`src/rtl/axi_apb_pkg.sv`:
```
`default_nettype none
// ============================================================================
// Module  : axi_apb_pkg
// Brief   : Shared types and constants for the AXI4-Lite to APB front end.
// Revision: 1.0 - initial release
// ============================================================================
package axi_apb_pkg;

    typedef enum logic [2:0] {
        S_IDLE     = 3'd0,
        S_ISSUE    = 3'd1,
        S_WAIT_RSP = 3'd2,
        S_B_RESP   = 3'd3,
        S_R_RESP   = 3'd4
    } state_t;

    // Grant encoding doubles as the arbiter request index.
    typedef enum logic {
        GNT_READ  = 1'b0,
        GNT_WRITE = 1'b1
    } grant_t;

    localparam logic [1:0] c_resp_okay   = 2'b00;
    localparam logic [1:0] c_resp_slverr = 2'b10;

endpackage
`default_nettype wire

```
`src/rtl/axi_apb_rw_scheduler_if.sv`:
```
`default_nettype none
// ============================================================================
// Module  : axi_apb_rw_scheduler_if
// Brief   : AXI4-Lite slave bundle plus single-command req/ack sequencer link.
// Revision: 1.0 - initial release
// ============================================================================
interface axi_apb_rw_scheduler_if #(
    parameter int ADDR_W = 32,
    parameter int DATA_W = 32
);
    logic [ADDR_W-1:0]   awaddr;
    logic                awvalid;
    logic                awready;
    logic [DATA_W-1:0]   wdata;
    logic [DATA_W/8-1:0] wstrb;
    logic                wvalid;
    logic                wready;
    logic [1:0]          bresp;
    logic                bvalid;
    logic                bready;
    logic [ADDR_W-1:0]   araddr;
    logic                arvalid;
    logic                arready;
    logic [DATA_W-1:0]   rdata;
    logic [1:0]          rresp;
    logic                rvalid;
    logic                rready;
    logic                cmd_valid;
    logic                cmd_ready;
    logic                cmd_write;
    logic [ADDR_W-1:0]   cmd_addr;
    logic [DATA_W-1:0]   cmd_wdata;
    logic [DATA_W/8-1:0] cmd_wstrb;
    logic                rsp_valid;
    logic [DATA_W-1:0]   rsp_rdata;
    logic                rsp_err;

    // Scheduler view
    modport slave (
        input  awaddr, awvalid, wdata, wstrb, wvalid, bready,
        input  araddr, arvalid, rready,
        output awready, wready, bresp, bvalid, arready, rdata, rresp, rvalid,
        output cmd_valid, cmd_write, cmd_addr, cmd_wdata, cmd_wstrb,
        input  cmd_ready, rsp_valid, rsp_rdata, rsp_err
    );

    // AXI master / sequencer view
    modport master (
        output awaddr, awvalid, wdata, wstrb, wvalid, bready,
        output araddr, arvalid, rready,
        input  awready, wready, bresp, bvalid, arready, rdata, rresp, rvalid,
        input  cmd_valid, cmd_write, cmd_addr, cmd_wdata, cmd_wstrb,
        output cmd_ready, rsp_valid, rsp_rdata, rsp_err
    );
endinterface
`default_nettype wire

```
`src/rtl/axi_apb_rr_arb2.sv`:
```
`default_nettype none
// ============================================================================
// Module  : axi_apb_rr_arb2
// Brief   : Two-input round-robin picker with registered last grant.
// Revision: 1.0 - initial release
// ============================================================================
module axi_apb_rr_arb2 #(
    parameter logic RST_LAST = 1'b1
) (
    input  wire logic       clk,
    input  wire logic       rst,
    input  wire logic       i_en,
    input  wire logic [1:0] i_req,
    output logic            o_valid,
    output logic            o_gnt
);
    logic r_last;

    // On a tie the input that did not win last time goes next.
    always_comb begin
        o_valid = |i_req;
        o_gnt   = 1'b0;
        if (&i_req) begin
            o_gnt = ~r_last;
        end else if (i_req[1]) begin
            o_gnt = 1'b1;
        end
    end

    always_ff @(posedge clk) begin
        if (rst) begin
            r_last <= RST_LAST;
        end else if (i_en && o_valid) begin
            r_last <= o_gnt;
        end
    end
endmodule
`default_nettype wire

```
`src/rtl/axi_apb_rw_scheduler.sv`:
```
`default_nettype none
// ============================================================================
// Module  : axi_apb_rw_scheduler
// Brief   : Buffers one AXI-Lite read and one write, issues them one at a time.
// Revision: 1.0 - initial release
// ============================================================================
module axi_apb_rw_scheduler
    import axi_apb_pkg::*;
#(
    parameter int ADDR_W         = 32,
    parameter int DATA_W         = 32,
    parameter int TIMEOUT_CYCLES = 256
) (
    input  wire logic               s_axi_clk,
    input  wire logic               s_axi_reset,
    axi_apb_rw_scheduler_if.slave   bus
);
    localparam int c_strb_w = DATA_W / 8;
    localparam int c_cnt_w  = (TIMEOUT_CYCLES > 1) ? $clog2(TIMEOUT_CYCLES) : 1;
    localparam logic [c_cnt_w-1:0] c_to_last = c_cnt_w'(TIMEOUT_CYCLES - 1);

    state_t                r_state, w_next;
    logic                  r_ar_held, r_aw_held, r_w_held;
    logic [ADDR_W-1:0]     r_araddr, r_awaddr;
    logic [DATA_W-1:0]     r_wdata;
    logic [c_strb_w-1:0]   r_wstrb;
    logic                  r_cmd_write;
    logic [ADDR_W-1:0]     r_cmd_addr;
    logic [DATA_W-1:0]     r_cmd_wdata;
    logic [c_strb_w-1:0]   r_cmd_wstrb;
    logic [c_cnt_w-1:0]    r_cnt;
    logic [1:0]            r_bresp, r_rresp;
    logic [DATA_W-1:0]     r_rdata;
    logic                  w_grant_en, w_timeout_hit;
    logic                  w_arb_valid, w_arb_gnt;
    grant_t                w_gnt;

    assign bus.arready   = !r_ar_held;
    assign bus.awready   = !r_aw_held;
    assign bus.wready    = !r_w_held;
    assign bus.cmd_valid = (r_state == S_ISSUE);
    assign bus.bvalid    = (r_state == S_B_RESP);
    assign bus.rvalid    = (r_state == S_R_RESP);
    assign bus.cmd_write = r_cmd_write;
    assign bus.cmd_addr  = r_cmd_addr;
    assign bus.cmd_wdata = r_cmd_wdata;
    assign bus.cmd_wstrb = r_cmd_wstrb;
    assign bus.bresp     = r_bresp;
    assign bus.rresp     = r_rresp;
    assign bus.rdata     = r_rdata;
    assign w_gnt         = grant_t'(w_arb_gnt);

    axi_apb_rr_arb2 #(
        .RST_LAST (GNT_WRITE)
    ) u_arb (
        .clk     (s_axi_clk),
        .rst     (s_axi_reset),
        .i_en    (w_grant_en),
        .i_req   ({r_aw_held && r_w_held, r_ar_held}),
        .o_valid (w_arb_valid),
        .o_gnt   (w_arb_gnt)
    );

    always_ff @(posedge s_axi_clk) begin
        if (s_axi_reset) begin
            r_state <= S_IDLE;
        end else begin
            r_state <= w_next;
        end
    end

    always_comb begin
        w_next        = r_state;
        w_grant_en    = 1'b0;
        w_timeout_hit = 1'b0;
        case (r_state)
            S_IDLE: begin
                if (w_arb_valid) begin
                    w_grant_en = 1'b1;
                    w_next     = S_ISSUE;
                end
            end
            S_ISSUE: begin
                if (bus.cmd_ready) w_next = S_WAIT_RSP;
            end
            S_WAIT_RSP: begin
                if (bus.rsp_valid) begin
                    w_next = r_cmd_write ? S_B_RESP : S_R_RESP;
                end else if ((TIMEOUT_CYCLES != 0) && (r_cnt == c_to_last)) begin
                    w_timeout_hit = 1'b1;
                    w_next        = r_cmd_write ? S_B_RESP : S_R_RESP;
                end
            end
            S_B_RESP: begin
                if (bus.bready) w_next = S_IDLE;
            end
            S_R_RESP: begin
                if (bus.rready) w_next = S_IDLE;
            end
            default: w_next = S_IDLE;
        endcase
    end

    always_ff @(posedge s_axi_clk) begin
        if (s_axi_reset) begin
            r_ar_held   <= 1'b0;
            r_aw_held   <= 1'b0;
            r_w_held    <= 1'b0;
            r_araddr    <= '0;
            r_awaddr    <= '0;
            r_wdata     <= '0;
            r_wstrb     <= '0;
            r_cmd_write <= 1'b0;
            r_cmd_addr  <= '0;
            r_cmd_wdata <= '0;
            r_cmd_wstrb <= '0;
            r_cnt       <= '0;
            r_bresp     <= c_resp_okay;
            r_rresp     <= c_resp_okay;
            r_rdata     <= '0;
        end else begin
            if (bus.arvalid && !r_ar_held) begin
                r_ar_held <= 1'b1;
                r_araddr  <= bus.araddr;
            end else if ((r_state == S_R_RESP) && bus.rready) begin
                r_ar_held <= 1'b0;
            end

            if (bus.awvalid && !r_aw_held) begin
                r_aw_held <= 1'b1;
                r_awaddr  <= bus.awaddr;
            end else if ((r_state == S_B_RESP) && bus.bready) begin
                r_aw_held <= 1'b0;
            end

            if (bus.wvalid && !r_w_held) begin
                r_w_held <= 1'b1;
                r_wdata  <= bus.wdata;
                r_wstrb  <= bus.wstrb;
            end else if ((r_state == S_B_RESP) && bus.bready) begin
                r_w_held <= 1'b0;
            end

            if (w_grant_en) begin
                r_cmd_write <= (w_gnt == GNT_WRITE);
                r_cmd_addr  <= (w_gnt == GNT_WRITE) ? r_awaddr : r_araddr;
                r_cmd_wdata <= (w_gnt == GNT_WRITE) ? r_wdata : '0;
                r_cmd_wstrb <= (w_gnt == GNT_WRITE) ? r_wstrb : '0;
            end

            if (r_state == S_ISSUE) begin
                r_cnt <= '0;
            end else if (r_state == S_WAIT_RSP) begin
                r_cnt <= r_cnt + 1'b1;
            end

            // Responses only move while waiting, so they hold through B/R stalls.
            if ((r_state == S_WAIT_RSP) && bus.rsp_valid) begin
                if (r_cmd_write) begin
                    r_bresp <= bus.rsp_err ? c_resp_slverr : c_resp_okay;
                end else begin
                    r_rresp <= bus.rsp_err ? c_resp_slverr : c_resp_okay;
                    r_rdata <= bus.rsp_rdata;
                end
            end else if (w_timeout_hit) begin
                if (r_cmd_write) begin
                    r_bresp <= c_resp_slverr;
                end else begin
                    r_rresp <= c_resp_slverr;
                    r_rdata <= '0;
                end
            end
        end
    end
endmodule
`default_nettype wire

```
`src/flat_wrapper.sv`:
```
// flat-port wrapper written by rule: the top's interface ports become plain ports
module axi_apb_rw_scheduler_flat import axi_apb_pkg::*;
#(
    parameter int ADDR_W         = 32,
    parameter int DATA_W         = 32,
    parameter int TIMEOUT_CYCLES = 256
)
  (s_axi_clk, s_axi_reset, bus_awaddr, bus_awvalid, bus_wdata, bus_wstrb, bus_wvalid, bus_bready, bus_araddr, bus_arvalid, bus_rready, bus_awready, bus_wready, bus_bresp, bus_bvalid, bus_arready, bus_rdata, bus_rresp, bus_rvalid, bus_cmd_valid, bus_cmd_write, bus_cmd_addr, bus_cmd_wdata, bus_cmd_wstrb, bus_cmd_ready, bus_rsp_valid, bus_rsp_rdata, bus_rsp_err);
  axi_apb_rw_scheduler_if #(.ADDR_W(ADDR_W), .DATA_W(DATA_W)) bus_i ();
  input  wire logic s_axi_clk;
  input  wire logic s_axi_reset;
  input wire logic [$bits(bus_i.awaddr)-1:0] bus_awaddr;
  input wire logic [$bits(bus_i.awvalid)-1:0] bus_awvalid;
  input wire logic [$bits(bus_i.wdata)-1:0] bus_wdata;
  input wire logic [$bits(bus_i.wstrb)-1:0] bus_wstrb;
  input wire logic [$bits(bus_i.wvalid)-1:0] bus_wvalid;
  input wire logic [$bits(bus_i.bready)-1:0] bus_bready;
  input wire logic [$bits(bus_i.araddr)-1:0] bus_araddr;
  input wire logic [$bits(bus_i.arvalid)-1:0] bus_arvalid;
  input wire logic [$bits(bus_i.rready)-1:0] bus_rready;
  output wire logic [$bits(bus_i.awready)-1:0] bus_awready;
  output wire logic [$bits(bus_i.wready)-1:0] bus_wready;
  output wire logic [$bits(bus_i.bresp)-1:0] bus_bresp;
  output wire logic [$bits(bus_i.bvalid)-1:0] bus_bvalid;
  output wire logic [$bits(bus_i.arready)-1:0] bus_arready;
  output wire logic [$bits(bus_i.rdata)-1:0] bus_rdata;
  output wire logic [$bits(bus_i.rresp)-1:0] bus_rresp;
  output wire logic [$bits(bus_i.rvalid)-1:0] bus_rvalid;
  output wire logic [$bits(bus_i.cmd_valid)-1:0] bus_cmd_valid;
  output wire logic [$bits(bus_i.cmd_write)-1:0] bus_cmd_write;
  output wire logic [$bits(bus_i.cmd_addr)-1:0] bus_cmd_addr;
  output wire logic [$bits(bus_i.cmd_wdata)-1:0] bus_cmd_wdata;
  output wire logic [$bits(bus_i.cmd_wstrb)-1:0] bus_cmd_wstrb;
  input wire logic [$bits(bus_i.cmd_ready)-1:0] bus_cmd_ready;
  input wire logic [$bits(bus_i.rsp_valid)-1:0] bus_rsp_valid;
  input wire logic [$bits(bus_i.rsp_rdata)-1:0] bus_rsp_rdata;
  input wire logic [$bits(bus_i.rsp_err)-1:0] bus_rsp_err;
  assign bus_i.awaddr = bus_awaddr;
  assign bus_i.awvalid = bus_awvalid;
  assign bus_i.wdata = bus_wdata;
  assign bus_i.wstrb = bus_wstrb;
  assign bus_i.wvalid = bus_wvalid;
  assign bus_i.bready = bus_bready;
  assign bus_i.araddr = bus_araddr;
  assign bus_i.arvalid = bus_arvalid;
  assign bus_i.rready = bus_rready;
  assign bus_awready = bus_i.awready;
  assign bus_wready = bus_i.wready;
  assign bus_bresp = bus_i.bresp;
  assign bus_bvalid = bus_i.bvalid;
  assign bus_arready = bus_i.arready;
  assign bus_rdata = bus_i.rdata;
  assign bus_rresp = bus_i.rresp;
  assign bus_rvalid = bus_i.rvalid;
  assign bus_cmd_valid = bus_i.cmd_valid;
  assign bus_cmd_write = bus_i.cmd_write;
  assign bus_cmd_addr = bus_i.cmd_addr;
  assign bus_cmd_wdata = bus_i.cmd_wdata;
  assign bus_cmd_wstrb = bus_i.cmd_wstrb;
  assign bus_i.cmd_ready = bus_cmd_ready;
  assign bus_i.rsp_valid = bus_rsp_valid;
  assign bus_i.rsp_rdata = bus_rsp_rdata;
  assign bus_i.rsp_err = bus_rsp_err;
  axi_apb_rw_scheduler #(.ADDR_W(ADDR_W), .DATA_W(DATA_W), .TIMEOUT_CYCLES(TIMEOUT_CYCLES)) u_core (.s_axi_clk(s_axi_clk), .s_axi_reset(s_axi_reset), .bus(bus_i));
endmodule
```
`config.mk`:
```
export PLATFORM = sky130hd
export DESIGN_NAME = axi_apb_rw_scheduler_flat
export DESIGN_NICKNAME = d
export VERILOG_FILES = /design/src/rtl/axi_apb_pkg.sv /design/src/rtl/axi_apb_rw_scheduler_if.sv /design/src/rtl/axi_apb_rr_arb2.sv /design/src/rtl/axi_apb_rw_scheduler.sv /design/src/flat_wrapper.sv
export SDC_FILE = /design/constraint.sdc
export NUM_CORES = 1
export LEC_CHECK = 0
export ABC_AREA = 0
export BUFFER_PORTS_ARGS = -buffer_cell sky130_fd_sc_hd__buf_2
export CAP_MARGIN = 40
export CORE_AREA = 2 2 169 171
export CTS_BUF_LIST = sky130_fd_sc_hd__clkbuf_16
export CTS_CLUSTER_SIZE = 12
export DETAILED_ROUTE_END_ITERATION = 10
export DIE_AREA = 0 0 171 173
export GPL_ROUTABILITY_DRIVEN = 0
export PLACE_DENSITY = 0.53
export SKIP_LAST_GASP = 1
export SYNTH_ARGS = -nofsm -noshare
export SYNTH_HDL_FRONTEND = slang
export SYNTH_SLANG_ARGS = --single-unit
```
`constraint.sdc`:
```
create_clock -name s_axi_clk -period 4.35 [get_ports s_axi_clk]
set_input_delay 0.2175 -clock s_axi_clk [delete_from_list [all_inputs] [get_ports s_axi_clk]]
set_output_delay 0.2175 -clock s_axi_clk [all_outputs]
set_load 0.01 [all_outputs]
```
Yosys cells after proc, flatten, opt, wreduce, memory -nomap -nowiden
Cells that the tools add are included.

Logic and storage cells: 88. Output and inout port bits: 111. Register bits: 220.

Mux-type cells: 36. Reductions and logical operators: 22. Bitwise operators: 2. $add $sub $neg: 1. Equal/unequal tests: 10.

Operators by type and width (count): two-way mux 32 bit (6); two-way mux 3 bit (7); two-way mux 2 bit (9); one-hot mux 3 bit (5 select lines) (1); two-way mux 1 bit (12); adder 8 x 1 -> 8 bit, second input constant (1); == test 8 bit, second input constant (1); logical AND 1 bit (8); nonzero test 2 bit (4); == test 3 x 2 -> 1 bit, second input constant (2); inequality test 2 bit, second input constant (3); AND reduction 2 bit (3); AND reduction 5 bit (1); two-way mux 4 bit (1); OR reduction 2 bit (2); == test 3 x 1 -> 1 bit, second input constant (1); == test 3 bit, second input constant (1); zero test 1 bit (3); zero test 3 bit (1); inequality test 3 x 2 -> 1 bit, second input constant (1); inequality test 2 x 1 -> 1 bit, second input constant (1); NOT 1 bit (2).

Depth between registers and ports, before layout
Depth in word-level cells: 6. Gate-level depth with buffers: 7. Gate-level depth less buffers: 4.

Hierarchy
A second synthesis with hierarchy kept.

Cells, all modules: 991. Area, all modules: 8333.0 um2.

Modules (own cells, without submodules): axi_apb_rw_scheduler (area each 8276.7 um2, sequential area each 4344.2 um2, instances 1, cells each 985); axi_apb_rr_arb2 (area each 56.3 um2, sequential area each 20.0 um2, instances 1, cells each 6).

Worst setup path after synthesis
Ideal clock, no wire load.

Path kind: register to register. Start: register u_core.r_cnt[0]. End: register u_core.r_rdata[10] (netlist: u_core.bus.rdata[10]). Path slack: 2.769 ns. Period minus slack after synthesis: 1.581 ns. Arrival: 1.510 ns. Setup time: 0.070 ns. Required time: 4.280 ns. Path buffers: 1. Stages on the path, launching flop included: 6. Cells stage by stage: dfxtp_1 ha_1 a41oi_1 clkbuf_1 o21ai_0 a21oi_1.

Cells in the longest elaborated chain, start to end: 6.

RTL lines: start: declaration (line axi_apb_rw_scheduler.sv:31) `logic [c_cnt_w-1:0] r_cnt;`; start signal: assignment (line axi_apb_rw_scheduler.sv:154) `r_cnt <= r_cnt + 1'b1;`; == test 8 bit (line axi_apb_rw_scheduler.sv:89) `end else if ((TIMEOUT_CYCLES != 0) && (r_cnt == c_to_last)) begin`; two-way mux 1 bit (line axi_apb_rw_scheduler.sv:89); two-way mux 1 bit (line axi_apb_rw_scheduler.sv:87) `if (bus.rsp_valid) begin`; two-way mux 1 bit (line axi_apb_rw_scheduler.sv:76) `case (r_state)`; nonzero test 2 bit (no source line); AND reduction 2 bit (no source line); end signal: assignment (line axi_apb_rw_scheduler.sv:163) `r_rdata <= bus.rsp_rdata;`; end: declaration (line axi_apb_rw_scheduler.sv:33) `logic [DATA_W-1:0] r_rdata;`.

No other way between the ends. A chain may end at the register's enable or synchronous reset.

Worst setup path after layout
Start: register u_core.r_state[0]. End: register u_core.r_cmd_wdata[11] (netlist: u_core.bus.cmd_wdata[11]).

Cells in the longest elaborated chain, start to end: 2.

RTL lines: start: declaration (line axi_apb_rw_scheduler.sv:22) `state_t r_state, w_next;`; start signal: assignment (line axi_apb_rw_scheduler.sv:68) `r_state <= w_next;`; zero test 3 bit (line axi_apb_rw_scheduler.sv:76); two-way mux 1 bit (line axi_apb_rw_scheduler.sv:76); end signal: assignment (line axi_apb_rw_scheduler.sv:147) `r_cmd_wdata <= (w_gnt == GNT_WRITE) ? r_wdata : '0;`; end: declaration (line axi_apb_rw_scheduler.sv:29) `logic [DATA_W-1:0] r_cmd_wdata;`.

No other way between the ends.

==> run_results.csv <==
group,metric,value,unit
run_status,status,"finished clean",
floorplanning,die_area,0.0296,sq mm
drt,top_layer,"met4",
clock_network,cts_root_buf,"clkbuf_16",
placed_design,post-dp-hpwl,15800,um
worst_setup_path,rr_startpoint,"u_core.r_state[0]",
logic_synthesis,synth-edff-count,0,
drt,wl_met1,11000,um
sta,layout_min_cycle_time,1.99,ns
drt,drc,0,
sta,max_freq,501,MHz
clock_network,clock_latency,0.52,ns
logic_synthesis,yosysMostFrequentCell,"nand2_1",
clock_network,h-tree-depth,1,
logic_synthesis,synth_warnings,0,
placed_design,numPortBuffers,250,
worst_setup_path,startpoint_type,"flip-flop",
logic_synthesis,syn_avg_cell_area,8.24,sq um
sta,setup_viol,0,
worst_setup_path,required,4.79,ns
drt,drtIter0Drc,438,
global_route,grt_max_degree,100,
drt,wl_met2,11900,um
drt,num_vias,7919,
floorplanning,die_w,171,um
sta,fin_crit_sh,45.9,%
logic_synthesis,synth.top_cell.area_share,53.3,%
floorplanning,ioPinCount,253,
drt,routedWlPerCell,14.3,um
sta,rsz0062_at_grt,"no",
worst_hold_path,hold_class,"in2reg",
drt,wl_met3,1340,um
clock_network,cts_tree,"built",
floorplanning,start_util,29.7,%
worst_setup_path,r2r-end,"u_core.bus.cmd_wdata[11]",
clock_network,cts.sinks,218,
finish,nFillCells,2812,
finish,area_delta_synth_final,46.0,%
drt,dr.pass1.iters,5,
sta,max_slew_margin,47.2,%
sta,finClkSkew,0.0119,ns
clock_network,clockBufferDepth,3,
logic_synthesis,synth_area_leaders,"dfxtp_1, nand2_1, a21oi_1",
pwr,leakagePower,4.90,nW
finish,fin_util,43.3,%
finish,final_nets,1484,
pwr,report.power.total,5.33,mW
sta,maxSlewViolCount,0,
worst_setup_path,ff2ff_path_depth,6,
pwr,powerDensity,446,mW/mm^2
global_route,grt_use_total,16.0,%
logic_synthesis,synth_common_cells,"nand2_1, dfxtp_1, a21oi_1",
sta,finalSetupTns,0,ns
logic_synthesis,synth_ff_type,"dfxtp_1",
floorplanning,die_h,173,um
logic_synthesis,synth-async-reset-ratio,0,%
logic_synthesis,syn-instance-count,994,
sta,max_slew.worst_pin.slew,0.792,ns
finish,finalNonFillerCells,1740,
global_route,grt_pass1_wl,38800,um
worst_setup_path,crit_type,"reg2reg",
logic_synthesis,ys_seq_area_share,53.3,%
worst_setup_path,regToRegSetupSlack,2.36,ns
finish,drive_gt1_share,23.4,%
floorplanning,fp.coreArea,0.0276,sq mm
clock_network,cts.clk_slew.worst_paths,0.05,ns
drt,routed_wl,25000,um
global_route,grt_remaining_overflow,0,
logic_synthesis,synth_cell_types,41,
drt,via_per_inst,4.55,
pwr,vdd_drop_max,0.000234,V
worst_hold_path,min_to,"u_core.r_state[2]",
logic_synthesis,synth_area,0.00819,sq mm
logic_synthesis,synth_largest_area_cell,"dfxtp_1",
global_route,antenna_found_initial,2,
flow_run,drv_cap,0,
floorplanning,rows,61,
worst_setup_path,crit_path_start,"u_core.r_state[0]",
drt,drtAntennaViolNets,0,
worst_hold_path,holdPathStages,4,
placed_design,dp_cells,1558,
clock_network,cts_buffers,26,
logic_synthesis,synth_seq_cells,218,
worst_setup_path,cp_data_arrival_time,2.44,ns
worst_setup_path,path_max_fanout,41,
sta,hold_viol,0,
worst_hold_path,hold_path.startpoint,"bus_rready",
global_route,grt_pass1_vias,7432,
worst_setup_path,end_kind,"flip-flop",
## cell type report
class | count | area [sq um] | share of cell area (%)
Tap cell | 378 | 473 | 3.95
Antenna cell | 2 | 5.00 | 0.0418
Clock inverter | 20 | 189 | 1.58
Inverter | 4 | 15.0 | 0.125
Multi-Input combinational cell | 689 | 3460 | 28.9
Timing Repair Buffer | 402 | 2780 | 23.3
Sequential cell | 218 | 4360 | 36.5
Clock buffer | 27 | 676 | 5.65
## worst max-delay path by stage
stage                                to  slack [ns]
5_1_grt         u_core.bus.cmd_addr[16]        2.11
3_5_place_dp     u_core.bus.cmd_addr[6]        2.34
6_report       u_core.bus.cmd_wdata[11]        2.36
3_3_place_gp    u_core.bus.cmd_addr[12]        2.04
2_1_floorplan      u_core.bus.rdata[10]        2.77
4_1_cts          u_core.bus.cmd_addr[6]        2.33
## per-stage QoR
step	hold slack, ns	setup WS, ns	area, sq um
2_1_floorplan	0.353	2.77	8200
3_3_place_gp	0.436	2.04	9700
3_5_place_dp	0.440	2.34	9760
4_1_cts	0.00172	2.33	12000
5_1_grt	0.0431	2.11	12000
6_report	0.0231	2.36	12000
## kinds of logic (layout without fill, tap and decap cells)
group                      Yosys count  count (layout)  synth area share (%)
and+or+nand+nor                    393             393                  19.9
other                                1               4                0.0458
xor gates and xnor gates             7               7                 0.748
buffers and inverters               88             453                  4.95
AOI/OAI and AO/OA                  253             253                  16.9
DFF                                218             218                  53.3
muxes                               33              33                  4.05
adders and majority gates            1               1                 0.153
## layout by cell type (no fill, tap or decap), types with 4 or more instances in the layout
cell	synthesis	routed
a211oi_1	32	32
a21oi_1	180	180
buf_2	18	249
buf_4	4	15
bufinv_16	0	4
clkbuf_16	0	27
clkinv_2	0	4
dfxtp_1	218	218
dlygate4sd3_1	0	133
inv_1	4	12
mux2i_1	32	32
nand2_1	280	280
nand2b_1	4	4
nand3_1	39	39
nor2_1	46	46
nor3_1	4	4
o21ai_0	33	33
xor2_1	6	6
## worst max-delay path: stages, from the launching register on
cell and delay (ns):
dfxtp_1 0.40, nor3_1 0.36, nor2b_4 0.35, buf_12 0.23, buf_12 0.23, nand3_1 0.11, a21oi_1 0.19
## sequential cells by signal (all words and copies together) (netlist names)
| name | flops |
|---|---|
| u_core.bus.cmd_addr | 32 |
| u_core.bus.cmd_wdata | 32 |
| u_core.bus.rdata | 32 |
| u_core.r_araddr | 32 |
| u_core.r_awaddr | 32 |
| u_core.r_wdata | 32 |
| u_core.r_cnt | 8 |
| u_core.bus.cmd_wstrb | 4 |
| u_core.r_wstrb | 4 |
| u_core.r_state | 3 |
| u_core.bus.bresp | 1 |
| u_core.bus.cmd_write | 1 |
| u_core.bus.rresp | 1 |
| u_core.r_ar_held | 1 |
| u_core.r_aw_held | 1 |
| u_core.r_w_held | 1 |
| u_core.u_arb.r_last | 1 |
## report_power, final
part	internal [mW]	switching, mW	leakage (nW)
registers	2.15	0.0994	1.78
clock network	1.35	0.832	0.452
logic	0.386	0.520	2.67
total	3.88	1.45	4.90
## timing repair
item	CTS	global route
hold buffers	133	0
hold endpoints to repair	133	0
buffers inserted	0	0
resized for setup	0	0
## per-layer routing
metal / vias to the layer above / track usage, %
met5: - / 0
met1: 3615 / 20.4
met2: 224 / 27.1
li1: 4043 / -
met3: 37 / 2.72
met4: 0 / 5.23
Note: power is estimated with default switching activity, not from simulation.
